===== src/rtl/alu_pkg.sv =====
// Shared ALU definitions for the execute stage.
//   - Function-class constants carried on fn[5:4].
//   - Full function codes used by the integer and address pipes.
//   - alu_req_t bundles one ALU operation (operands plus function code).
//   - fn_class() extracts the class field from a full function code.
package alu_pkg;

   localparam int ALU_WIDTH = 32;
   localparam int ALU_FN_W  = 6;

   localparam logic [1:0] FN_CMP   = 2'b00;
   localparam logic [1:0] FN_ARITH = 2'b01;
   localparam logic [1:0] FN_BOOL  = 2'b10;
   localparam logic [1:0] FN_SHIFT = 2'b11;

   localparam logic [ALU_FN_W-1:0] FN_ADD = 6'b010000;
   localparam logic [ALU_FN_W-1:0] FN_SUB = 6'b010001;

   typedef struct packed {
      logic [ALU_WIDTH-1:0] a;
      logic [ALU_WIDTH-1:0] b;
      logic [ALU_FN_W-1:0]  fn;
   } alu_req_t;

   function automatic logic [1:0] fn_class(input logic [ALU_FN_W-1:0] fn);
      return fn[5:4];
   endfunction

endpackage


===== src/rtl/rr_arbiter2.sv =====
// Two-way round-robin arbiter, purely combinational.
//   req_i        : request bits, one per requester
//   last_grant_i : index of the requester granted most recently
//   en_i         : grants are only issued when high
//   gnt_o        : one-hot grant (all zero when nothing is granted)
// On a tie the requester that did not win last time is granted.
module rr_arbiter2 (
   input  logic [1:0] req_i,
   input  logic       last_grant_i,
   input  logic       en_i,
   output logic [1:0] gnt_o
);

   assign gnt_o[0] = en_i & req_i[0] & (~req_i[1] |  last_grant_i);
   assign gnt_o[1] = en_i & req_i[1] & (~req_i[0] | ~last_grant_i);

endmodule


===== src/rtl/alu_share_arbiter.sv =====
// Shares one combinational execute-stage ALU between two requesters.
//   req0_* : integer pipe (valid/ready request, a/b operands, fn code)
//   req1_* : address/branch-compare helper (same set)
//   rsp0_*, rsp1_* : response valid/ready and result data per requester
//   alu_a/alu_b/alu_fn : drive to the external ALU, alu_y its result
// An accepted operation's ALU result is captured into a one-entry slot
// tagged with its owner, giving a fixed one-cycle response latency.
module alu_share_arbiter
   import alu_pkg::*;
#(
   parameter int WIDTH = 32,
   parameter int FN_W  = 6
) (
   input  logic             clk,
   input  logic             n_rst,
   input  logic             req0_valid,
   output logic             req0_ready,
   input  logic [WIDTH-1:0] req0_a,
   input  logic [WIDTH-1:0] req0_b,
   input  logic [FN_W-1:0]  req0_fn,
   output logic             rsp0_valid,
   input  logic             rsp0_ready,
   output logic [WIDTH-1:0] rsp0_y,
   input  logic             req1_valid,
   output logic             req1_ready,
   input  logic [WIDTH-1:0] req1_a,
   input  logic [WIDTH-1:0] req1_b,
   input  logic [FN_W-1:0]  req1_fn,
   output logic             rsp1_valid,
   input  logic             rsp1_ready,
   output logic [WIDTH-1:0] rsp1_y,
   output logic [WIDTH-1:0] alu_a,
   output logic [WIDTH-1:0] alu_b,
   output logic [FN_W-1:0]  alu_fn,
   input  logic [WIDTH-1:0] alu_y
);

   logic             slot_full_q;
   logic             slot_owner_q;
   logic [WIDTH-1:0] slot_y_q;
   logic             last_grant_q;

   logic             owner_rsp_ready;
   logic             drain;
   logic             free;
   logic [1:0]       gnt;

   assign owner_rsp_ready = slot_owner_q ? rsp1_ready : rsp0_ready;
   assign drain           = slot_full_q & owner_rsp_ready;
   assign free            = ~slot_full_q | owner_rsp_ready;

   // Gating with n_rst keeps both readies low while reset is held, even
   // if a requester is presenting valid during reset.
   rr_arbiter2 u_arb (
      .req_i        ({req1_valid, req0_valid}),
      .last_grant_i (last_grant_q),
      .en_i         (free & n_rst),
      .gnt_o        (gnt)
   );

   assign req0_ready = gnt[0];
   assign req1_ready = gnt[1];

   always_comb begin
      // NOTE: every output gets a default first so no path leaves it
      // unassigned, which would otherwise infer a latch.
      alu_a  = '0;
      alu_b  = '0;
      alu_fn = '0;
      if (gnt[0]) begin
         alu_a  = req0_a;
         alu_b  = req0_b;
         alu_fn = req0_fn;
      end else if (gnt[1]) begin
         alu_a  = req1_a;
         alu_b  = req1_b;
         alu_fn = req1_fn;
      end
   end

   // NOTE: state uses non-blocking assignments so every register samples
   // the pre-edge values regardless of statement order.
   always_ff @(posedge clk or negedge n_rst) begin
      if (!n_rst) begin
         // NOTE: the slot is a single register, so it is reset along with
         // its flags; a large data array would normally be left unreset.
         slot_full_q  <= 1'b0;
         slot_owner_q <= 1'b0;
         slot_y_q     <= '0;
         last_grant_q <= 1'b1;
      end else if (|gnt) begin
         slot_full_q  <= 1'b1;
         slot_owner_q <= gnt[1];
         slot_y_q     <= alu_y;
         last_grant_q <= gnt[1];
      end else if (drain) begin
         slot_full_q  <= 1'b0;
      end
   end

   assign rsp0_valid = slot_full_q & ~slot_owner_q;
   assign rsp1_valid = slot_full_q &  slot_owner_q;
   assign rsp0_y     = slot_y_q;
   assign rsp1_y     = slot_y_q;

endmodule


===== config.mk =====
export PLATFORM = sky130hd
export DESIGN_NAME = alu_share_arbiter
export DESIGN_NICKNAME = d
export VERILOG_FILES = /design/src/rtl/alu_pkg.sv /design/src/rtl/rr_arbiter2.sv /design/src/rtl/alu_share_arbiter.sv
export SDC_FILE = /design/constraint.sdc
export NUM_CORES = 1
export LEC_CHECK = 0
export ABC_CLOCK_PERIOD_IN_PS = 3380
export CORE_AREA = 2 2 123 125
export CTS_CLUSTER_DIAMETER = 60
export DETAILED_ROUTE_END_ITERATION = 8
export DIE_AREA = 0 0 125 127
export DONT_BUFFER_PORTS = 1
export GPL_TIMING_DRIVEN = 1
export SETUP_SLACK_MARGIN = 0.5
export SYNTH_ARGS = -nofsm -noshare
export SYNTH_HDL_FRONTEND = slang
export SYNTH_HIERARCHICAL = 1
export SYNTH_SLANG_ARGS = --single-unit

===== constraint.sdc =====
create_clock -name clk -period 3.38 [get_ports clk]
set_clock_uncertainty 0.15 [all_clocks]
set_input_delay 0.338 -clock clk [delete_from_list [all_inputs] [get_ports clk]]
set_output_delay 0.338 -clock clk [all_outputs]
set_load 0.01 [all_outputs]

* Yosys cells after proc, flatten, opt, wreduce, memory -nomap -nowiden
Index checks and enable logic that the tools add are counted.
Cells by class: mux-type cells 9, reduce and logical (&&, ||, !) cells 2, bitwise operators 16
Operator list (count):
- two-way mux 32 bit | 4
- two-way mux 6 bit | 2
- bitwise AND 1 bit | 8
- inverter 1 bit | 5
- two-way mux 1 bit | 3
- bitwise OR 1 bit | 3
- nonzero test 2 bit | 1
- OR reduction 2 bit | 1
Word-level totals: bits of input ports 178, bits in registers 35, output and inout port bits 138

* Depth between registers and ports, before layout
Gate-level depths: netlist of run 1.
depth in word-level cells 7, gate-level depth with buffers 9, gate-level depth less buffers 6

* Cells and area by module
Netlist of run 1, hierarchy kept.
By module, submodules not included:
- alu_share_arbiter | times used 1, area an instance 2273.4 µm², seq. area each 877.1 µm², cells an instance 202
- rr_arbiter2 | times used 1, area an instance 21.3 µm², seq. area each 0.0 µm², cells an instance 5

* Least setup slack after synthesis of run 1
No wires, ideal clock.
path type flip-flop to output port, start reg slot_owner_q, end out alu_a[14], path slack 885 ps, stages on the path, launching flop included 10, buffers on the path 3, arrival time 2007 ps, cell sequence dfrtp_1 -> mux2i_1 -> a21boi_0 -> nand2_1 -> a21oi_1 -> nor2b_1 -> buf_2 -> buf_6 -> buf_6 -> a22o_1
On the way: cells in the longest elaborated chain, start to end 7, elaborated cells between the ends (all ways) 9, classes of those cells 3 x mux; 6 x bitwise
RTL lines:
- from (decl) | RTL line alu_share_arbiter.sv:39 | logic slot_owner_q;
- from (signal assigned) | RTL line alu_share_arbiter.sv:93 | slot_owner_q <= gnt[1];
- two-way mux 1 bit | RTL line alu_share_arbiter.sv:48 | assign owner_rsp_ready = slot_owner_q ? rsp1_ready : rsp0_ready;
- bitwise OR 1 bit | RTL line alu_share_arbiter.sv:50 | assign free = ~slot_full_q | owner_rsp_ready;
- bitwise AND 1 bit | RTL line alu_share_arbiter.sv:57 | .en_i (free & n_rst),
- bitwise AND 1 bit (2 in a row) | RTL line rr_arbiter2.sv:15 | assign gnt_o[1] = en_i & req_i[1] & (~req_i[0] | ~last_grant_i);
- net req1_ready | RTL line alu_share_arbiter.sv:25 | output logic req1_ready,
- two-way mux 32 bit | RTL line alu_share_arbiter.sv:74 | end else if (gnt[1]) begin
- two-way mux 32 bit | RTL line alu_share_arbiter.sv:70 | if (gnt[0]) begin
- to (decl) | RTL line alu_share_arbiter.sv:32 | output logic [WIDTH-1:0] alu_a,
The timed path passes the listed nets, and every way through them passes these cells.

* Worst setup path after layout of run 1
start reg slot_owner_q, end out alu_fn[2]
On the way: cells in the longest elaborated chain, start to end 7, elaborated cells between the ends (all ways) 9, classes of those cells 3 x mux; 6 x bitwise
RTL lines:
- two-way mux 1 bit | RTL line alu_share_arbiter.sv:48
- bitwise OR 1 bit | RTL line alu_share_arbiter.sv:50
- bitwise AND 1 bit | RTL line alu_share_arbiter.sv:57
- bitwise AND 1 bit (2 in a row) | RTL line rr_arbiter2.sv:15
- net req1_ready | RTL line alu_share_arbiter.sv:25
- two-way mux 6 bit | RTL line alu_share_arbiter.sv:74
- two-way mux 6 bit | RTL line alu_share_arbiter.sv:70
- to (decl) | RTL line alu_share_arbiter.sv:34 | output logic [FN_W-1:0] alu_fn,
The timed path passes the listed nets, and every way through them passes these cells.

==> impl_metrics.tcl, run 1 <==
set metrics [dict create \
    cp-end-kind "primary output" \
    critPathArrivalTime_ns 2.21 \
    fin_setup_tns_ns 0 \
    die-area_um2 15900 \
    ys_top_cells_by_area "dfrtp_1 (37%), a22o_1 (26%), mux2_2 (15%), buf_4 (10%), buf_2 (2.0%)" \
    switching_power_w 0.000947 \
    ys_seq_area_frac 0.382 \
    clockRootBuffer "clkbuf_16" \
    power-per-cell-area_nw_per_um2 886 \
    total_power_w 0.00220 \
    wirelength_mm 10.1 \
    clockPowerShare 0.203 \
    hold_path_class "in -> reg" \
    final_common_cell "a22o_1" \
    dr.pass1.iters 4 \
    ys_warn_count 6 \
    critPathMaxFanout 34 \
    syn_avg_cell_area_um2 11.1 \
    chipHeight_um 127 \
    grt_max_degree 70 \
    leakagePower_nw 0.982 \
    die_w_um 125 \
    antenna_found_initial 1 \
    synth_top_area_cell "dfrtp_1" \
    final_cell_mix "a22o_1 (63), dfrtp_1 (34), mux2_2 (30), nand2_1 (6), clkbuf_16 (6)" \
    grt-ovfl-total 0 \
    clockBufferDepth 2 \
    synth_top_area_frac 0.371 \
    finalSetupViolCount 0 \
    avgRoutedWirePerCell_um 28.1 \
    vias 1733 \
    crit_type "reg -> out" \
    ant_nets 0 \
    combPwrFrac 0.312 \
    status "finished clean" \
    crit_required_ns 2.89 \
    dp_hpwl_mm 8.31 \
    drc_errors 0 \
    synth_cell_types 21 \
    grt_pass1_vias 1665 \
    clock-sinks 35 \
    grt_pass1_wl_mm 12.4 \
    first_iter_violations 69 \
    io_buffers 0 \
    synthToLayoutAreaGrowth_pct 8.29 \
    io_pins 316 \
    syn-num-nets 385 \
    worstPathCellList "mux2i_1 -> a21boi_1 -> nand2_1 -> a21oi_1 -> buf_4 -> nor2b_4 -> buf_12 -> a22o_1" \
    crit_slowest_cell "dfrtp_1" \
    finalHoldViolCount 0 \
    layout-drive-gt1-share 0.312 \
    cp_slowest_stage_delay_ns 0.42 \
    grt_setup_unrepaired "no" \
    report.final.slew_viol_count 0 \
    postSynthCellCount 207 \
    nets 350 \
    core-area_um2 14400 \
    start_util 0.159 \
    viasPerCell 4.84 \
    ys_ff_latch 35 \
    worst_pin_slew_ns 0.892 \
    synth_area_um2 2290 \
    fmax_mhz 371 \
    startpoint_type "register" \
    place.gp.congestion 0.809 \
    sw_frac_of_total 0.430 \
    max_slew_margin 0.404 \
    internal_power_w 0.00126 \
    timing.final.crit_share 0.798 \
    track_usage 0.111 \
    path_clk_slew_ns 0.05 \
    cap_violations 0 \
    fp-row-count 44 \
    power.share.sequential 0.485 \
    n_fill_cell 1614 \
    htreeDepth 2 \
    clk_latency_ns 0.27 \
    post-route-min-period_ns 2.70 \
    cts_tree "yes" \
    cts_made_buffers 5 \
    ir_drop_uv 434 \
]
[final timing paths]
| kind | from | endpoint | slack, ns | cells after the start |
|---|---|---|---|---|
| worst max-delay path | slot_owner_q$_DFFE_PN0P_ | alu_fn[2] | 0.68 | 8 |
| worst min-delay path | alu_y[20] | rsp0_y[20]$_DFFE_PN0P_ | 0.05 | 1 |
| worst max register to register | slot_owner_q$_DFFE_PN0P_ | rsp0_y[25]$_DFFE_PN0P_ | 0.87 | 7 |
| worst min register to register | slot_full_q$_DFFE_PN0P_ | slot_full_q$_DFFE_PN0P_ | 0.39 | 1 |
| max in group asynchronous | n_rst | last_grant_q$_DFFE_PN1P_ | 2.46 | 2 |
| min in group asynchronous | n_rst | rsp0_y[2]$_DFFE_PN0P_ | 0.37 | 2 |
[layout make-up]
class | instances | area [um^2] | area share
Multi-Input combinational cell | 119 | 1090 | 0.441
Clock inverter | 1 | 5.00 | 0.00201
Inverter | 2 | 7.51 | 0.00302
Antenna cell | 1 | 2.50 | 0.00101
Sequential cell | 35 | 877 | 0.353
Clock buffer | 7 | 143 | 0.0574
Timing Repair Buffer | 9 | 125 | 0.0504
Tap cell | 184 | 230 | 0.0926
[logic make-up (layout without fill, tap and decap cells)]
family,count (synthesis),after routing,share of synthesized area
and+or+nand+nor,10,10,0.0207
DFF,35,35,0.382
buffers and inverters,53,19,0.154
other,0,1,0
AOI/OAI and AO/OA,76,76,0.282
muxes,33,33,0.161
[layer usage]
metal  GRT usage  vias to the layer above  routed length [um]
li1            -                      681                   -
met1       0.111                      852                3370
met2       0.186                      182                5000
met3      0.0704                       18                1450
met4      0.0418                        0                 238
met5           0                        -                   0
[state kept, by name, indices dropped and copies added, names as in the netlist]
| signal | count |
|---|---|
| slot_owner_q | 1 |
| slot_full_q | 1 |
| rsp0_y | 32 |
| last_grant_q | 1 |
[critical path: cells and delay by family, from the launching register on]
family          cells  cell delay, ns
flops               1            0.42
simple gates        2            0.32
mux                 1            0.16
compound gates      3            0.59
buf+inv             2            0.41
[metrics by stage]
step	instance area, um^2	utilization	setup WS, ns	hold WS (ns)	std cells
after global routing	2480	0.172	0.518	0.0390	357
final	2480	0.172	0.684	0.0523	358
after global placement	2270	0.157	1.00	-0.107	345
after floorplan	2290	-	0.885	-0.108	207
after detailed placement	2270	0.157	0.823	-0.107	345
after CTS	2440	0.169	0.620	0.0426	355
[cells in the mapped netlist]
cell type,count
o21ai_0,2
dfrtp_1,34
a22o_1,68
and2_1,1
a21o_1,2
mux2i_1,1
mux2_2,30
buf_1,4
a21oi_1,2
nand2_1,6
buf_4,32
nor2_2,1
inv_1,2
clkbuf_1,3
nor2b_1,2
mux2_1,2
a211o_1,1
a21boi_0,1
buf_6,3
buf_2,9
dfstp_2,1
[repair_timing]
item / 4_1_cts / 5_1_grt
hold endpoints to repair: 35 / 0
hold buffers: 2 / 0
endpoints found under the setup margin: 0 / 57
buffers inserted: 0 / 1
resized for setup: 0 / 6
[power by group through the flow]
stage / Clock, W / Sequential [W] / Combinational [W]
after floorplan: 0 / 0.000879 / 0.000932
after global placement: 0 / 0.00106 / 0.000638
final: 0.000447 / 0.00107 / 0.000686
after global routing: 0.000490 / 0.00111 / 0.000741
after CTS: 0.000470 / 0.00107 / 0.000675
after detailed placement: 0 / 0.00107 / 0.000663
(Power assumes the default switching activity.)
==> run 2: changes to the inputs <==
Settings changed: ABC_CLOCK_PERIOD_IN_PS 3380 to 2300, CORE_AREA 2 2 123 125 to 2 2 122 124, DIE_AREA 0 0 125 127 to 0 0 124 126.
Clock period 3.38 ns to 2.3 ns, I/O delays scaled along.
==> impl_metrics.tcl, run 2 (synthesized netlist as in run 1, its figures left out) <==
set metrics [dict create \
    cts_hold_buf 32 \
    clockBufferDepth 2 \
    cts_made_buffers 5 \
    chipHeight_um 126 \
    ir_drop_uv 638 \
    fin_setup_tns_ns -3.66 \
    grt_setup_unrepaired "yes" \
    hold_path_class "in -> async" \
    antenna_found_initial 0 \
    track_usage 0.134 \
    multi_input_area_um2 1700 \
    violations "negative hold slack, negative setup slack" \
    grt-ovfl-total 0 \
    dp_hpwl_mm 8.20 \
    avgRoutedWirePerCell_um 31.1 \
    clk_latency_ns 0.27 \
    seqCellArea_um2 877 \
    cts_tree "yes" \
    critPathMaxFanout 8 \
    finalSetupViolCount 90 \
    layout-drive-gt1-share 0.651 \
    diodes 0 \
    leakagePower_nw 1.79 \
    startpoint_type "register" \
    timing.final.crit_share 1.03 \
    max_slew_margin 0.808 \
    die-area_um2 15600 \
    post-route-min-period_ns 2.37 \
    crit_type "reg -> out" \
    status "complete, but fails checks" \
    io_buffers 0 \
    cap_violations 0 \
    clockRootBuffer "clkbuf_16" \
    fmax_mhz 422 \
    crit_required_ns 1.92 \
    wirelength_mm 13.1 \
    drc_errors 0 \
    grt_max_degree 40 \
    die_w_um 124 \
    core-area_um2 14300 \
    grt_pass1_vias 2047 \
    worst_pin_slew_ns 0.287 \
    final_common_cell "a22o_4" \
    n_fill_cell 1435 \
    nets 415 \
    largest_register_ff_count 32 \
    ant_nets 0 \
    place.gp.congestion 0.748 \
    viasPerCell 4.89 \
    grt_pass1_wl_mm 14.5 \
    finalHoldViolCount 35 \
    dp.cells 344 \
    final_cell_mix "a22o_4 (67), dfrtp_1 (34), dlygate4sd3_1 (32), mux2_2 (30), buf_6 (17)" \
    power-per-cell-area_nw_per_um2 1030 \
    clock-sinks 35 \
    start_util 0.160 \
    fp-row-count 44 \
    synthToLayoutAreaGrowth_pct 74.8 \
    layout_setup_ws_ns -0.0709 \
    first_iter_violations 80 \
    vias 2065 \
    finalHoldWorstSlack_ns -0.505 \
    path_clk_slew_ns 0.05 \
    dr.pass1.iters 4 \
    critPathArrivalTime_ns 1.99 \
    final_cells 422 \
    io_pins 316 \
    htreeDepth 2 \
    cp-end-kind "primary output" \
    worst-r2r-cell-count 10 \
    report.final.slew_viol_count 0 \
]
[run 2: final timing paths]
path	slack (ns)	start	endpoint
setup / recovery	-0.07	slot_owner_q$_DFFE_PN0P_	alu_b[25]
hold / removal	-0.50	n_rst	rsp0_y[27]$_DFFE_PN0P_
setup reg to reg	-0.02	slot_owner_q$_DFFE_PN0P_	rsp0_y[7]$_DFFE_PN0P_
hold reg to reg	0.41	slot_full_q$_DFFE_PN0P_	slot_full_q$_DFFE_PN0P_
max in group asynchronous	2.33	n_rst	last_grant_q$_DFFE_PN1P_
min in group clk	0.26	req0_valid	last_grant_q$_DFFE_PN1P_
[run 2: metal layers]
metal	up-vias	wire, um	global-route usage
li1	814	-	-
met1	1058	4460	0.144
met2	178	7070	0.239
met3	15	1310	0.0453
met4	0	284	0.0529
met5	-	0	0
[run 2: cell type report]
class,count,share of cell area
clock buffer,8,0.0390
inverter,2,0.00187
multi-input combinational,119,0.424
sequential,35,0.219
tap,184,0.0574
timing repair buffer,74,0.259
[run 2: power by group]
part | switching (W) | internal (W)
Combinational | 0.000769 | 0.00111
Clock | 0.000234 | 0.000460
Sequential | 0.000626 | 0.000936
Total | 0.00163 | 0.00251
[run 2: what timing repair did]
| action | CTS | global route |
|---|---|---|
| pin swaps | 12 | 14 |
| setup endpoints to repair | 106 | 107 |
| hold endpoints to repair | 67 | 35 |
| cloned | 6 | 10 |
| setup buffers | 19 | 3 |
| gates resized for setup | 50 | 55 |
[run 2: per-stage QoR]
| step | setup slack (ns) | hold slack (ns) | util | area (um^2) | power (W) |
|---|---|---|---|---|---|
| 5_1_grt | -0.150 | -0.520 | 0.280 | 4010 | 0.00436 |
| 3_3_place_gp | 0.196 | -0.215 | 0.160 | 2290 | 0.00251 |
| 3_5_place_dp | 0.148 | -0.215 | 0.160 | 2290 | 0.00256 |
| 2_1_floorplan | 0.223 | -0.216 | - | 2360 | 0.00271 |
| 4_1_cts | -0.0355 | -0.515 | 0.235 | 3360 | 0.00380 |
| 6_report | -0.0709 | -0.505 | 0.280 | 4010 | 0.00414 |
[run 2: critical path: stages, from the launching register on]
cell and delay, ns:
dfrtp_1 0.39, mux2i_2 0.17, a21boi_1 0.17, nand2_1 0.11, a21oi_4 0.16, buf_6 0.12, nor2b_4 0.04, buf_12 0.14
clkbuf_16 0.17, a22o_4 0.23
==> run 3: changes to the inputs <==
Settings changed: ABC_AREA from default to 1, CORE_AREA 2 2 122 124 to 2 2 123 125, DIE_AREA 0 0 124 126 to 0 0 125 127, RECOVER_POWER from default to 25.
==> impl_metrics.tcl, run 3 <==
set metrics [dict create \
    multi_input_area_um2 2060 \
    path_clk_slew_ns 0.06 \
    async_flop_share 1.00 \
    min_to "slot_full_q$_DFFE_PN0P_" \
    finalHoldViolCount 0 \
    ys_seq_area_frac 0.327 \
    dp_hpwl_mm 6.95 \
    power-per-cell-area_nw_per_um2 965 \
    worst-r2r-cell-count 13 \
    cts_made_buffers 5 \
    syn_avg_cell_area_um2 6.25 \
    cp_slowest_stage_delay_ns 0.42 \
    crit_required_ns 1.92 \
    synth_cell_types 13 \
    chipHeight_um 127 \
    io_buffers 0 \
    cap_violations 0 \
    htreeDepth 2 \
    timing.final.crit_share 0.981 \
    avgRoutedWirePerCell_um 24.0 \
    fp-row-count 44 \
    sw_frac_of_total 0.463 \
    crit_type "reg -> out" \
    grt-ovfl-total 0 \
    ys.flop_type "dfrtp_1" \
    ant_nets 0 \
    clockPowerShare 0.167 \
    cp-end-kind "primary output" \
    power.share.sequential 0.333 \
    final_common_cell "nand2_1" \
    clk_latency_ns 0.28 \
    pre_cts_ws_ns 0.266 \
    critPathArrivalTime_ns 1.88 \
    seqCellArea_um2 877 \
    track_usage 0.146 \
    grt_max_degree 39 \
    fin_setup_tns_ns 0 \
    r2r_slack_ns 0.08 \
    combPwrFrac 0.500 \
    switching_power_w 0.00214 \
    max_slew_margin 0.431 \
    post-route-min-period_ns 2.26 \
    start_util 0.186 \
    worst_pin_slew_ns 0.854 \
    clockBufferDepth 2 \
    dr.pass1.iters 4 \
    n_fill_cell 1451 \
    leakagePower_nw 2.19 \
    ir_drop_uv 616 \
    final_cell_mix "nand2_1 (104), nand2_2 (82), nand3_2 (36), dfrtp_1 (34), dlygate4sd3_1 (33)" \
    vias 3209 \
    layout-drive-gt1-share 0.475 \
    clockRootBuffer "clkbuf_16" \
    drc_errors 0 \
    cts_tree "yes" \
    diodes 0 \
    startpoint_type "register" \
    timing.rr.start "slot_owner_q$_DFFE_PN0P_" \
    ys_warn_count 6 \
    postSynthCellCount 429 \
    fin_util 0.331 \
    holdPathStages 3 \
    ys_top_cells_by_area "dfrtp_1 (32%), nand2_1 (29%), nand3_1 (14%), buf_4 (13%), o21ai_0 (6.2%)" \
    syn-num-nets 607 \
    die-area_um2 15900 \
    hp-start "rsp1_ready" \
    grt_pass1_wl_mm 17.4 \
    nets 634 \
    crit_slowest_cell "dfrtp_1" \
    yosysMostFrequentCell "nand2_1" \
    first_iter_violations 174 \
    fmax_mhz 443 \
    viasPerCell 5.01 \
    synth_top_area_cell "dfrtp_1" \
    yosys-top-cells-count "nand2_1 (210), nand3_1 (73), buf_4 (46), dfrtp_1 (34), o21ai_0 (33)" \
    antenna_found_initial 0 \
    clock-sinks 35 \
    largest_register_ff_count 32 \
    crit_top_cell "nand2_1" \
    wirelength_mm 15.4 \
    r2r_end "rsp0_y[30]$_DFFE_PN0P_" \
    core-area_um2 14400 \
    synth-edff-count 0 \
    grt_pass1_vias 2831 \
    place.gp.congestion 0.714 \
    synthToLayoutAreaGrowth_pct 78.2 \
    layout_setup_ws_ns 0.0429 \
    synth_area_um2 2680 \
    worstPathCellList "inv_2 -> nand3_2 -> nand2_1 -> nor2_1 -> nand2_1 -> a21oi_4 -> buf_12 -> buf_12 -> clkbuf_16 -> nand2_1 -> nand2_2" \
    status "finished clean" \
    critPathMaxFanout 6 \
    finalSetupViolCount 0 \
    die_w_um 125 \
    io_pins 316 \
    internal_power_w 0.00248 \
    ys_ff_latch 35 \
    hold_path_class "in -> reg" \
    grt_setup_unrepaired "yes" \
    synth_top_area_frac 0.317 \
    report.final.slew_viol_count 0 \
]
[run 3: power by group through the flow]
stage | Sequential, W | Combinational [W] | Clock, W
2_1_floorplan | 0.00127 | 0.00144 | 0
3_5_place_dp | 0.00151 | 0.00108 | 0
6_report | 0.00153 | 0.00231 | 0.000771
4_1_cts | 0.00151 | 0.00170 | 0.000790
3_3_place_gp | 0.00152 | 0.00106 | 0
5_1_grt | 0.00159 | 0.00248 | 0.000828
[run 3: cell families after synthesis]
family	synth area share
buffers and inverters	0.172
and+or+nand+nor	0.435
DFF	0.327
AOI/OAI and AO/OA	0.0653
[run 3: worst max-delay path: cells and delay by family (launching register included)]
family	cells	cell delay [ns]
AO/OA/AOI/OAI	1	0.17
buffers and inverters	4	0.53
flip-flops	1	0.42
AND/OR/NAND/NOR	6	0.48
[run 3: layer usage]
layer,global-route usage,share of wire,vias to the layer above
met2,0.242,0.48,245
met1,0.195,0.40,1524
met3,0.0201,0.087,34
met4,0.0523,0.037,0
li1,-,-,1406
met5,0,0,-
[run 3: timing repair]
action | in CTS | in global routing
buffers inserted | 8 | 6
gates resized for setup | 81 | 138
hold endpoints to repair | 67 | 0
endpoints found under the setup margin | 105 | 107
hold buffers | 34 | 0
cloned | 14 | 16
pin swaps | 12 | 44
[run 3: worst max path at each step]
stage / startpoint / end / cells past startpoint
floorplan: slot_full_q$_DFFE_PN0P_ / alu_fn[3] / 9
global placement: slot_owner_q$_DFFE_PN0P_ / alu_b[12] / 9
detailed placement: slot_owner_q$_DFFE_PN0P_ / alu_b[12] / 9
CTS: slot_owner_q$_DFFE_PN0P_ / alu_a[31] / 11
global route: slot_owner_q$_DFFE_PN0P_ / alu_a[13] / 11
finish: slot_owner_q$_DFFE_PN0P_ / alu_a[13] / 11
[run 3: final cells by class]
type / count / share of cell area
clock buffers: 5 / 0.0262
inverters: 9 / 0.0105
multi-input cells: 321 / 0.431
repair buffers: 84 / 0.291
flip-flops and latches: 35 / 0.184
clock inverters: 3 / 0.00917
well taps: 184 / 0.0482
[run 3: per-stage QoR]
step	instance area [um^2]	hold slack [ns]	instances	power [W]
floorplan	2730	-0.216	429	0.00271
global placement	2600	-0.215	555	0.00258
global route	4780	0.0268	641	0.00489
finish	4780	0.0194	641	0.00461
CTS	3850	0.00719	619	0.00400
detailed placement	2600	-0.215	555	0.00259
